File: src/rtl/pwm_ramp.sv
// pwm_ramp: bus-programmed duty slew generator feeding the 12-bit PWM compare input.
// Define PWM_RAMP_BREATHE_EN to build the continuous 0 <-> TARGET breathing mode.
module pwm_ramp #(
  parameter logic [11:0] BASE = 12'h100
) (
  input  logic        clk,
  input  logic        reset,
  input  logic        CS_N,
  input  logic        WR_N,
  input  logic [11:0] Addr,
  input  logic [31:0] DataIn,
  output logic [31:0] DataOut,
  output logic [11:0] Duty,
  output logic        Busy,
  output logic        Done
);

  typedef enum logic [1:0] {
    S_IDLE = 2'd0,
    S_UP   = 2'd1,
    S_DOWN = 2'd2
  } state_t;

  localparam logic [11:0] ADDR_TARGET = BASE;
  localparam logic [11:0] ADDR_STEP   = BASE + 12'h004;
  localparam logic [11:0] ADDR_RATE   = BASE + 12'h008;
  localparam logic [11:0] ADDR_CTRL   = BASE + 12'h00C;

  state_t             state_reg;
  state_t             state_next;
  logic [11:0]        target_reg;
  logic [7:0]         step_reg;
  logic [15:0]        rate_reg;
  logic               en_reg;
  logic               breathe_on;
  logic [15:0]        presc_reg;
  logic [11:0]        duty_reg;
  logic [11:0]        duty_next;
  logic               done_reg;
  logic               done_next;
  logic               dir_up;
  logic               reached;

  logic               wr_en;
  logic               rd_en;
  logic               wr_target;
  logic               wr_step;
  logic               wr_rate;
  logic               wr_ctrl;
  logic               snap;
  logic               en_rise;
  logic               tick;

  logic [11:0]        eff_target;
  logic [12:0]        up_sum;
  logic signed [12:0] down_diff;
  logic [11:0]        up_val;
  logic [11:0]        down_val;

  logic               unused_data;
  assign unused_data = ^DataIn[31:16];

  // Bus decode
  assign wr_en     = !CS_N && !WR_N;
  assign rd_en     = !CS_N && WR_N;
  assign wr_target = wr_en && (Addr == ADDR_TARGET);
  assign wr_step   = wr_en && (Addr == ADDR_STEP);
  assign wr_rate   = wr_en && (Addr == ADDR_RATE);
  assign wr_ctrl   = wr_en && (Addr == ADDR_CTRL);
  assign snap      = wr_ctrl && DataIn[2];
  assign en_rise   = wr_ctrl && DataIn[0] && !en_reg;

  // Programmable registers
  always_ff @(posedge clk or posedge reset) begin
    if (reset) begin
      target_reg <= 12'h000;
      step_reg   <= 8'd1;
      rate_reg   <= 16'h0000;
      en_reg     <= 1'b0;
    end else begin
      if (wr_target) begin
        target_reg <= DataIn[11:0];
      end
      if (wr_step) begin
        step_reg <= (DataIn[7:0] == 8'd0) ? 8'd1 : DataIn[7:0];
      end
      if (wr_rate) begin
        rate_reg <= DataIn[15:0];
      end
      if (wr_ctrl) begin
        en_reg <= DataIn[0];
      end
    end
  end

`ifdef PWM_RAMP_BREATHE_EN
  logic breathe_reg;

  always_ff @(posedge clk or posedge reset) begin
    if (reset) begin
      breathe_reg <= 1'b0;
    end else if (wr_ctrl) begin
      breathe_reg <= DataIn[1];
    end
  end

  assign breathe_on = breathe_reg;
`else
  assign breathe_on = 1'b0;
`endif

  // Prescaler is held at 0 while idle so the first step lands RATE+1 edges after entering UP/DOWN
  assign tick = en_reg && (presc_reg == rate_reg);

  always_ff @(posedge clk or posedge reset) begin
    if (reset) begin
      presc_reg <= 16'h0000;
    end else if (wr_rate || en_rise || !en_reg || (state_reg == S_IDLE)) begin
      presc_reg <= 16'h0000;
    end else if (tick) begin
      presc_reg <= 16'h0000;
    end else begin
      presc_reg <= presc_reg + 16'd1;
    end
  end

  // While breathing downward the internal goal is 0 instead of TARGET
  assign eff_target = (breathe_on && (state_reg == S_DOWN)) ? 12'h000 : target_reg;

  // 13-bit step arithmetic clamps at the goal instead of wrapping
  assign up_sum    = {1'b0, duty_reg} + {5'd0, step_reg};
  assign down_diff = $signed({1'b0, duty_reg}) - $signed({5'd0, step_reg});
  assign up_val    = (up_sum > {1'b0, eff_target}) ? eff_target : up_sum[11:0];
  assign down_val  = (down_diff < $signed({1'b0, eff_target})) ? eff_target : down_diff[11:0];

  // State register
  always_ff @(posedge clk or posedge reset) begin
    if (reset) begin
      state_reg <= S_IDLE;
    end else begin
      state_reg <= state_next;
    end
  end

  // Next-state and datapath update
  always_comb begin
    state_next = state_reg;
    duty_next  = duty_reg;
    done_next  = 1'b0;
    reached    = 1'b0;
    case (state_reg)
      S_IDLE: begin
        if (en_reg && !(breathe_on && (target_reg == 12'h000))) begin
          if (duty_reg < target_reg) begin
            state_next = S_UP;
          end else if (duty_reg > target_reg) begin
            state_next = S_DOWN;
          end
        end
      end
      S_UP, S_DOWN: begin
        if (!en_reg) begin
          state_next = S_IDLE;
        end else begin
          // Direction follows the live comparison, so a retarget turns the ramp around
          if (duty_reg == eff_target) begin
            reached = 1'b1;
          end else if (tick) begin
            duty_next = (duty_reg < eff_target) ? up_val : down_val;
            reached   = (duty_next == eff_target);
            done_next = reached && !breathe_on;
          end
          if (reached) begin
            if (!breathe_on) begin
              state_next = S_IDLE;
            end else if (eff_target == 12'h000) begin
              state_next = (target_reg == 12'h000) ? S_IDLE : S_UP;
            end else begin
              state_next = S_DOWN;
            end
          end else begin
            state_next = (duty_next < eff_target) ? S_UP : S_DOWN;
          end
        end
      end
      default: begin
        state_next = S_IDLE;
      end
    endcase
    if (snap) begin
      state_next = S_IDLE;
      duty_next  = target_reg;
      done_next  = 1'b0;
    end
  end

  always_ff @(posedge clk or posedge reset) begin
    if (reset) begin
      duty_reg <= 12'h000;
      done_reg <= 1'b0;
    end else begin
      duty_reg <= duty_next;
      done_reg <= done_next;
    end
  end

  // Outputs
  always_comb begin
    Busy   = (state_reg != S_IDLE);
    dir_up = (state_reg == S_UP);
  end

  assign Duty = duty_reg;
  assign Done = done_reg;

  always_comb begin
    DataOut = 32'h0000_0000;
    if (rd_en) begin
      case (Addr)
        ADDR_TARGET: DataOut = {20'h00000, target_reg};
        ADDR_STEP:   DataOut = {24'h000000, step_reg};
        ADDR_RATE:   DataOut = {16'h0000, rate_reg};
        ADDR_CTRL:   DataOut = {16'h0000, Busy, dir_up, 2'b00, duty_reg};
        default:     DataOut = 32'h0000_0000;
      endcase
    end
  end

endmodule
File: config.mk
export PLATFORM = sky130hd
export DESIGN_NAME = pwm_ramp
export DESIGN_NICKNAME = d
export VERILOG_FILES = /design/src/rtl/pwm_ramp.sv
export SDC_FILE = /design/constraint.sdc
export NUM_CORES = 1
export LEC_CHECK = 0
export BUFFER_PORTS_ARGS = -buffer_cell sky130_fd_sc_hd__buf_2
export CAP_MARGIN = 30
export CELL_PAD_IN_SITES_DETAIL_PLACEMENT = 1
export CELL_PAD_IN_SITES_GLOBAL_PLACEMENT = 1
export CORE_MARGIN = 2
export CORE_UTILIZATION = 41
export CTS_CLUSTER_DIAMETER = 40
export CTS_CLUSTER_SIZE = 14
export DETAILED_ROUTE_END_ITERATION = 10
export PLACE_DENSITY = 0.78
export SLEW_MARGIN = 20
export SYNTH_ARGS = -nofsm -noshare
export SYNTH_HDL_FRONTEND = slang
export SYNTH_SLANG_ARGS = --single-unit
File: constraint.sdc
create_clock -name clk -period 8.41 [get_ports clk]
set_input_delay 1.682 -clock clk [delete_from_list [all_inputs] [get_ports clk]]
set_output_delay 1.682 -clock clk [all_outputs]
set_load 0.02 [all_outputs]
# == Word level (Yosys, flattened, before mapping) ==
# Cells that the tools add are included.
# totals
register_bits,68
in_bits,48
out_inout_bits,46
word_cells,82
# classes
add_sub_neg,3
magnitude_cmp,5
eq_ne,11
muxes,31
n_reduce_logical,24
# op_table
operator,n
$mux W12,10
$pmux W16 S4,1
$eq A12 B9 Y1 const B,4
$mux W16,2
$mux W32,1
$eq A12 B12 Y1,2
$lt A12 B12 Y1,2
$add A16 B1 Y16 const B,1
$eq A16 B16 Y1,1
$mux W2,7
$add A12 B8 Y13,1
$gt A13 B12 Y1,1
$lt A13 B13 Y1,1
$sub A12 B8 Y13,1
$gt A12 B12 Y1,1
$logic_and A1 B1 Y1,10
$logic_not A8 Y1,1
$mux W1,8
$mux W8,1
$reduce_bool A2 Y1,3
$ne A4 B2 Y1 const B,1
$pmux W2 S2,1
$reduce_and A2 Y1,2
$logic_not A1 Y1,3
6 further kinds,8

# == Logic depth before layout (Yosys ltp) ==
# Gate-level depths: netlist (run 1).
# depth
ltp_word,14
ltp_mapped,28
depth_no_buf,28

# == Least setup slack after synthesis (run 1) ==
# Ideal clock, no wire load.
# synth_path
path_kind,flip-flop to flip-flop
startpoint,"register duty_reg[0], in the netlist Duty[0]"
endpoint,register state_reg[0]
setup_time_ns,0.087
arrival_time_ns,5.724
t_required_ns,8.323
setup_slack_ns,2.599
path_stages_with_launch,27
n_path_buf,0
period_less_slack_ns,5.811
path_cell_list,dfrtp_1 -> inv_1 -> ha_1 -> fa_1 -> nand2b_1 -> a211oi_1 -> nor3_1 -> xor2_1 -> ha_1 -> and3_1 -> a221o_1 -> a31o_2 -> o22ai_1 -> nor2_1 -> nor2_2 -> a211oi_1 -> a21o_1 -> ha_1 -> a21o_1 -> a21o_1 -> a21oi_1 -> o21ai_0 -> a31o_2 -> nor3b_1 -> a21oi_2 -> nand2b_1 -> o211ai_1
# synth_via
elab_chain_len,14
elab_cells_between_ends,29
classes_between,2 x add/sub; 5 x order compare; 3 x eq/ne; 18 x mux; 1 x reduce/logical
# synth_lines
item,line_no,text
start: declaration,37,logic [11:0] duty_reg;
start signal: assignment,202,duty_reg <= duty_next;
$sub A12 B8 Y13 or $add A12 B8 Y13 (tied branches),"132, 131",
$lt A13 B13 Y1 or $gt A13 B12 Y1 (tied branches),"134, 133",
$mux W12 (on tied branches),"134, 133",
$mux W12,169,duty_next = (duty_reg < eff_target) ? up_val : down_val;
$mux W12,168,end else if (tick) begin
$mux W12,166,if (duty_reg == eff_target) begin
$mux W12,162,if (!en_reg) begin
$mux W12,151,case (state_reg)
$lt A12 B12 Y1,182,state_next = (duty_next < eff_target) ? S_UP : S_DOWN;
$mux W2,182,
$mux W2,173,if (reached) begin
$mux W2,162,
$pmux W2 S2,151,
$mux W2,190,if (snap) begin
end signal: assignment,141,state_reg <= state_next;
end: declaration,29,state_t state_reg;
# Parallel ways exist; a longest one is shown, timed or not. The select of a mux whose other input is x is not followed.
# A chain may end at the register's enable or synchronous reset.

# == Worst setup path after layout (run 1) ==
# Same ends and word-level chain as after synthesis.

==> out/results.ini, run 1 <==
[outcome]
status = finished, final reports clean

[floorplanning]
num_io_pins = 94
start_util = 0.421
fp.dieH_um = 132
die-width_um = 132
coreArea_um2 = 15900
die-area_um2 = 17300
row_count = 46

[power]
fin_total_pwr_mw = 0.836
clkPwrFrac = 0.536
p_int_mw = 0.653
seqPwrFrac = 0.395
power.net_switching_mw = 0.183
swShare = 0.219
ir_worst_vdd_mv = 0.142
leakagePower_nw = 3.74
combinationalPowerShare = 0.069
power_density_nw_per_um2 = 112

[sta]
worst_pin_slew_ps = 794
hold_viol_final = 0
period_share = 0.818
relSlewSlack = 0.467
rsz0062_at_grt = false
min_period_ps = 6880
finalSetupTns_ps = 0
clock_skew_ps = 8.95
fin_ws_ps = 1530
finalMaxSlewViolations = 0
fmax_mhz = 145
setup_viol = 0

[critical_path]
max_stage_delay_ps = 690
end_kind = flip-flop
arrival_ps = 7140
critPathLaunchType = flip-flop
path_class = reg2reg
crit_fanout = 5
critical_path_buf_inv_count = 1
cp_top_family = compound AO/OA/AOI/OAI gates
cpMaxStageDelayCell = a211oi_1
cp.required_ps = 8670

[place]
place_congestion = 0.944
placed_cell_area_um2 = 7110
portBuffers = 61
place_ws_ps = 1550
detailed_place_hpwl_mm = 18.2

[routing]
postRouteAntennaNets = 0
wl_per_cell_um = 22.5
wl_mm = 23.3
first_pass_iters = 8
num_vias = 6247
vias_per_cell = 6.05
drc = 0
first_iter_violations = 384

[cts]
cts_resized = 0
cts_setup_buffers = 0
root_buffer = clkbuf_16
clock_latency_ps = 340
htree_levels = 3
path_clk_slew_ps = 60
cts_tree = done
cts_buffers = 9
clock-sinks = 68
ctsHoldBuffers = 0
clockBufferDepth = 2

[yosys]
synth_edf_count = 0
yosys.area_share.simple = 0.195
synth_top_family_by_area = simple AND/OR/NAND/NOR gates
synth_adder_area_share = 0.130
synthDistinctLibCells = 86
synth_area_leaders = dfrtp_1, ha_1, mux2_2, xnor2_1, xor2_1
synthTopCellsByCount = dfrtp_1, ha_1, nor2_1
synthArstFlopShare = 1.00
ys_ff_latch = 68
yosysMostFrequentCell = dfrtp_1
ys.flop_type = dfrtp_1
synth_xor_area_frac = 0.0820
synth.largest_area_cell = dfrtp_1
ys_seq_area_frac = 0.255
synth_compound_area_frac = 0.191
yosys-mux-area-fraction = 0.0822
synth_area_um2 = 6680
ys_warn_count = 0
synth_top_area_share = 0.251
avgSynthCellArea_um2 = 8.73
syn_inst = 765

[cells_and_area]
area.growth.synth_to_final_pct = 12.1
layout.nets = 927
drive_gt1_frac = 0.175
nFillCells = 1899
diodes = 0
final_cell_area_um2 = 7490

[grt]
grt_antenna_before_repair = 0
grt_max_degree = 69
track_usage = 0.271
grt-ovfl-total = 0
grt_first_pass_wirelength_mm = 37.0
grt_pass1_vias = 6635

[run]
drv_cap = 0

[worst_hold_path]
min_path_type = reg2reg

power by group through the flow:
stage	logic, mW	registers [mW]	clock network [mW]
3_5_place_dp	0.0548	0.336	0
3_3_place_gp	0.0531	0.336	0
5_1_grt	0.0626	0.330	0.467
2_1_floorplan	0.0405	0.335	0
4_1_cts	0.0555	0.330	0.455
6_report	0.0574	0.330	0.448
routing by layer:
layer / GRT usage / up-vias / part of all wire
li1: - / 2860 / -
met1: 0.342 / 3170 / 0.43
met2: 0.479 / 170 / 0.50
met3: 0.0235 / 47 / 0.034
met4: 0.107 / 0 / 0.034
met5: 0 / - / 0
logic make-up after synthesis:
logic type	after synthesis
adder cells (fa/ha/maj)	68
flip-flops	68
multiplexers	41
buffers and inverters	94
other	1
AO/OA/AOI/OAI	183
XOR/XNOR	61
AND/OR/NAND/NOR	249
worst reg2reg max path: cells and delay by family, from the launching register on:
family / cells / cell delay, ps
AOI/OAI and AO/OA: 13 / 3200
and+or+nand+nor: 7 / 1480
adders and majority gates: 4 / 1310
DFF: 1 / 450
xor gates and xnor gates: 1 / 250
buffers and inverters: 1 / 120
cell type report:
class,instances,area (um2),share of cell area
multi-input cells,618,4620,0.616
inverters,47,176,0.0236
repair buffers,67,370,0.0495
clock buffers,12,256,0.0343
well taps,216,270,0.0361
flip-flops and latches,68,1700,0.227
clock inverters,4,95.1,0.0127
stage by stage:
step,std cells,hold WS [ps],utilization
final,1032,502,0.471
after floorplan,780,465,-
after CTS,1031,507,0.470
after detailed placement,1015,499,0.447
after global placement,1015,485,0.447
after global routing,1032,531,0.471
final timing paths:
path | start | to | slack [ps] | cells past startpoint
setup reg to reg | Duty[0] | state_reg[0] | 1530 | 26
hold / removal | presc_reg[0] | presc_reg[0] | 500 | 1
min in group asynchronous | reset | presc_reg[3] | 1310 | 3
max in group asynchronous | reset | step_reg[0] | 6550 | 4
hold reg to reg | presc_reg[0] | presc_reg[0] | 500 | 1
setup / recovery | Duty[0] | state_reg[0] | 1530 | 26
cell usage in the layout, fill, tap and decap left out, types with 6 or more instances in the layout:
cell type	n
a211oi_1	7
xor2_1	28
a21oi_1	37
nor2_1	62
ha_1	66
buf_2	61
dfrtp_1	67
and3_1	19
nor3_1	6
o22ai_1	9
nor2b_1	9
nor4_1	13
and2_1	6
inv_1	45
a21o_1	12
xnor2_1	32
o21ai_0	36
nor3b_1	6
nand3_1	28
mux4_2	8
clkbuf_16	9
nand2_1	49
nand4_1	13
nand2b_1	7
o21ai_1	7
mux2_2	27
conb_1	16
No activity file was read; power rests on OpenSTA's default activity.
==> run 2, diff against run 1 <==
- clock period: 8.41 -> 6.4 ns (I/O delays scaled with it)
==> out/results.ini, run 2 (same netlist as run 1, synthesis figures left out) <==
[outcome]
status = finished, final reports clean

[floorplanning]
row_count = 46
die-width_um = 132
num_io_pins = 94
fp.dieH_um = 132
start_util = 0.421
die-area_um2 = 17300
coreArea_um2 = 15900

[sta]
setup_viol = 0
finalMaxSlewViolations = 0
period_share = 0.948
relSlewSlack = 0.453
rsz0062_at_grt = false
finalSetupTns_ps = 0
worst_pin_slew_ps = 819
min_period_ps = 6060
fmax_mhz = 165
fin_ws_ps = 335
clock_skew_ps = 4.89
hold_viol_final = 0

[routing]
postRouteAntennaNets = 0
vias_per_cell = 6.05
drc = 0
wl_per_cell_um = 23.3
first_pass_iters = 5
num_vias = 6466
first_iter_violations = 340
wl_mm = 24.9

[cts]
clock-sinks = 68
cts_buffers = 9
path_clk_slew_ps = 60
clock_latency_ps = 330
root_buffer = clkbuf_16
cts_tree = done
cts_setup_buffers = 0
ctsHoldBuffers = 0
clockBufferDepth = 2
htree_levels = 3

[cells_and_area]
final_cell_area_um2 = 7730
diodes = 0
area.growth.synth_to_final_pct = 15.7
final_cell_mix = dfrtp_1, ha_1, nor2_1
layout.nets = 964
drive_gt1_frac = 0.218
nFillCells = 1931
final_common_cell = dfrtp_1
fin_util = 0.487

[grt]
track_usage = 0.287
grt_pass1_vias = 6884
grt_max_degree = 69
grt_first_pass_wirelength_mm = 39.0
grt-ovfl-total = 0
grt_antenna_before_repair = 0

[power]
power.net_switching_mw = 0.231
p_int_mw = 0.741
swShare = 0.238
power_density_nw_per_um2 = 126
seqPwrFrac = 0.446
ir_worst_vdd_mv = 0.138
leakagePower_nw = 3.89
combinationalPowerShare = 0.082
clkPwrFrac = 0.473

[critical_path]
end_kind = flip-flop
timing.critical_path.mode_cell = ha_1
critPathLaunchType = flip-flop
r2r-start = Duty[0]
path_class = reg2reg
max_stage_delay_ps = 440
arrival_ps = 6310
cpMaxStageDelayCell = dfrtp_1
cp.required_ps = 6650
worstSetupStartpoint = Duty[0]
crit_fanout = 5

[place]
placed_cell_area_um2 = 7390
place_ws_ps = 27.6
place_congestion = 0.972
portBuffers = 61
detailed_place_hpwl_mm = 19.7

[run]
drv_cap = 0

[worst_hold_path]
min_from = presc_reg[0]
min_path_type = reg2reg

-- run 2: path summary, 6_finish.rpt --
| check | to | slack [ps] | cells after the start |
|---|---|---|---|
| worst min-delay path | presc_reg[0] | 520 | 1 |
| worst min register to register | presc_reg[0] | 520 | 1 |
| worst max register to register | state_reg[0] | 340 | 28 |
| worst max-delay path | state_reg[0] | 340 | 28 |
| max in group asynchronous | rate_reg[9] | 4940 | 4 |
| min in group asynchronous | step_reg[3] | 930 | 3 |
-- run 2: cell type report --
class | instances | area (um2) | area share
Inverter | 47 | 176 | 0.0228
Clock buffer | 14 | 264 | 0.0342
Clock inverter | 2 | 10.0 | 0.00129
Sequential cell | 68 | 1700 | 0.220
Timing Repair Buffer | 104 | 652 | 0.0843
Tap cell | 216 | 270 | 0.0350
Multi-Input combinational cell | 618 | 4650 | 0.602
-- run 2: metal layers --
layer / track usage / part of all wire / vias up / routed length, um
li1: - / - / 2943 / -
met1: 0.359 / 0.42 / 3256 / 10500
met2: 0.503 / 0.50 / 219 / 12400
met3: 0.0316 / 0.046 / 48 / 1150
met4: 0.114 / 0.034 / 0 / 857
met5: 0 / 0 / - / 0
-- run 2: timing repair --
item / CTS / global route
endpoints found under the hold margin: 0 / 0
gates cloned: 0 / 0
endpoints found under the setup margin: 1 / 2
gates resized for setup: 1 / 10
-- run 2: metrics by stage --
| stage | hold WS [ps] | instances | power [mW] |
|---|---|---|---|
| after floorplan | 465 | 780 | 0.494 |
| after global placement | 484 | 1052 | 0.514 |
| after detailed placement | 507 | 1052 | 0.517 |
| after CTS | 524 | 1068 | 0.976 |
| after global routing | 538 | 1069 | 1.00 |
| final | 520 | 1069 | 0.973 |
-- run 2: worst max-delay path: cells and delay by family, from the launching register on --
family	cells	cell delay, ps
DFF	1	440
AOI/OAI and AO/OA	13	2320
adders and majority gates	4	1180
and+or+nand+nor	7	1340
buffers and inverters	3	370
xor gates and xnor gates	1	320
-- run 2: power by group through the flow --
stage | registers [mW] | logic, mW | clock network, mW
after floorplan | 0.441 | 0.0532 | 0
after global placement | 0.441 | 0.0728 | 0
after detailed placement | 0.441 | 0.0756 | 0
after CTS | 0.433 | 0.0764 | 0.467
after global routing | 0.433 | 0.0856 | 0.485
final | 0.434 | 0.0793 | 0.460
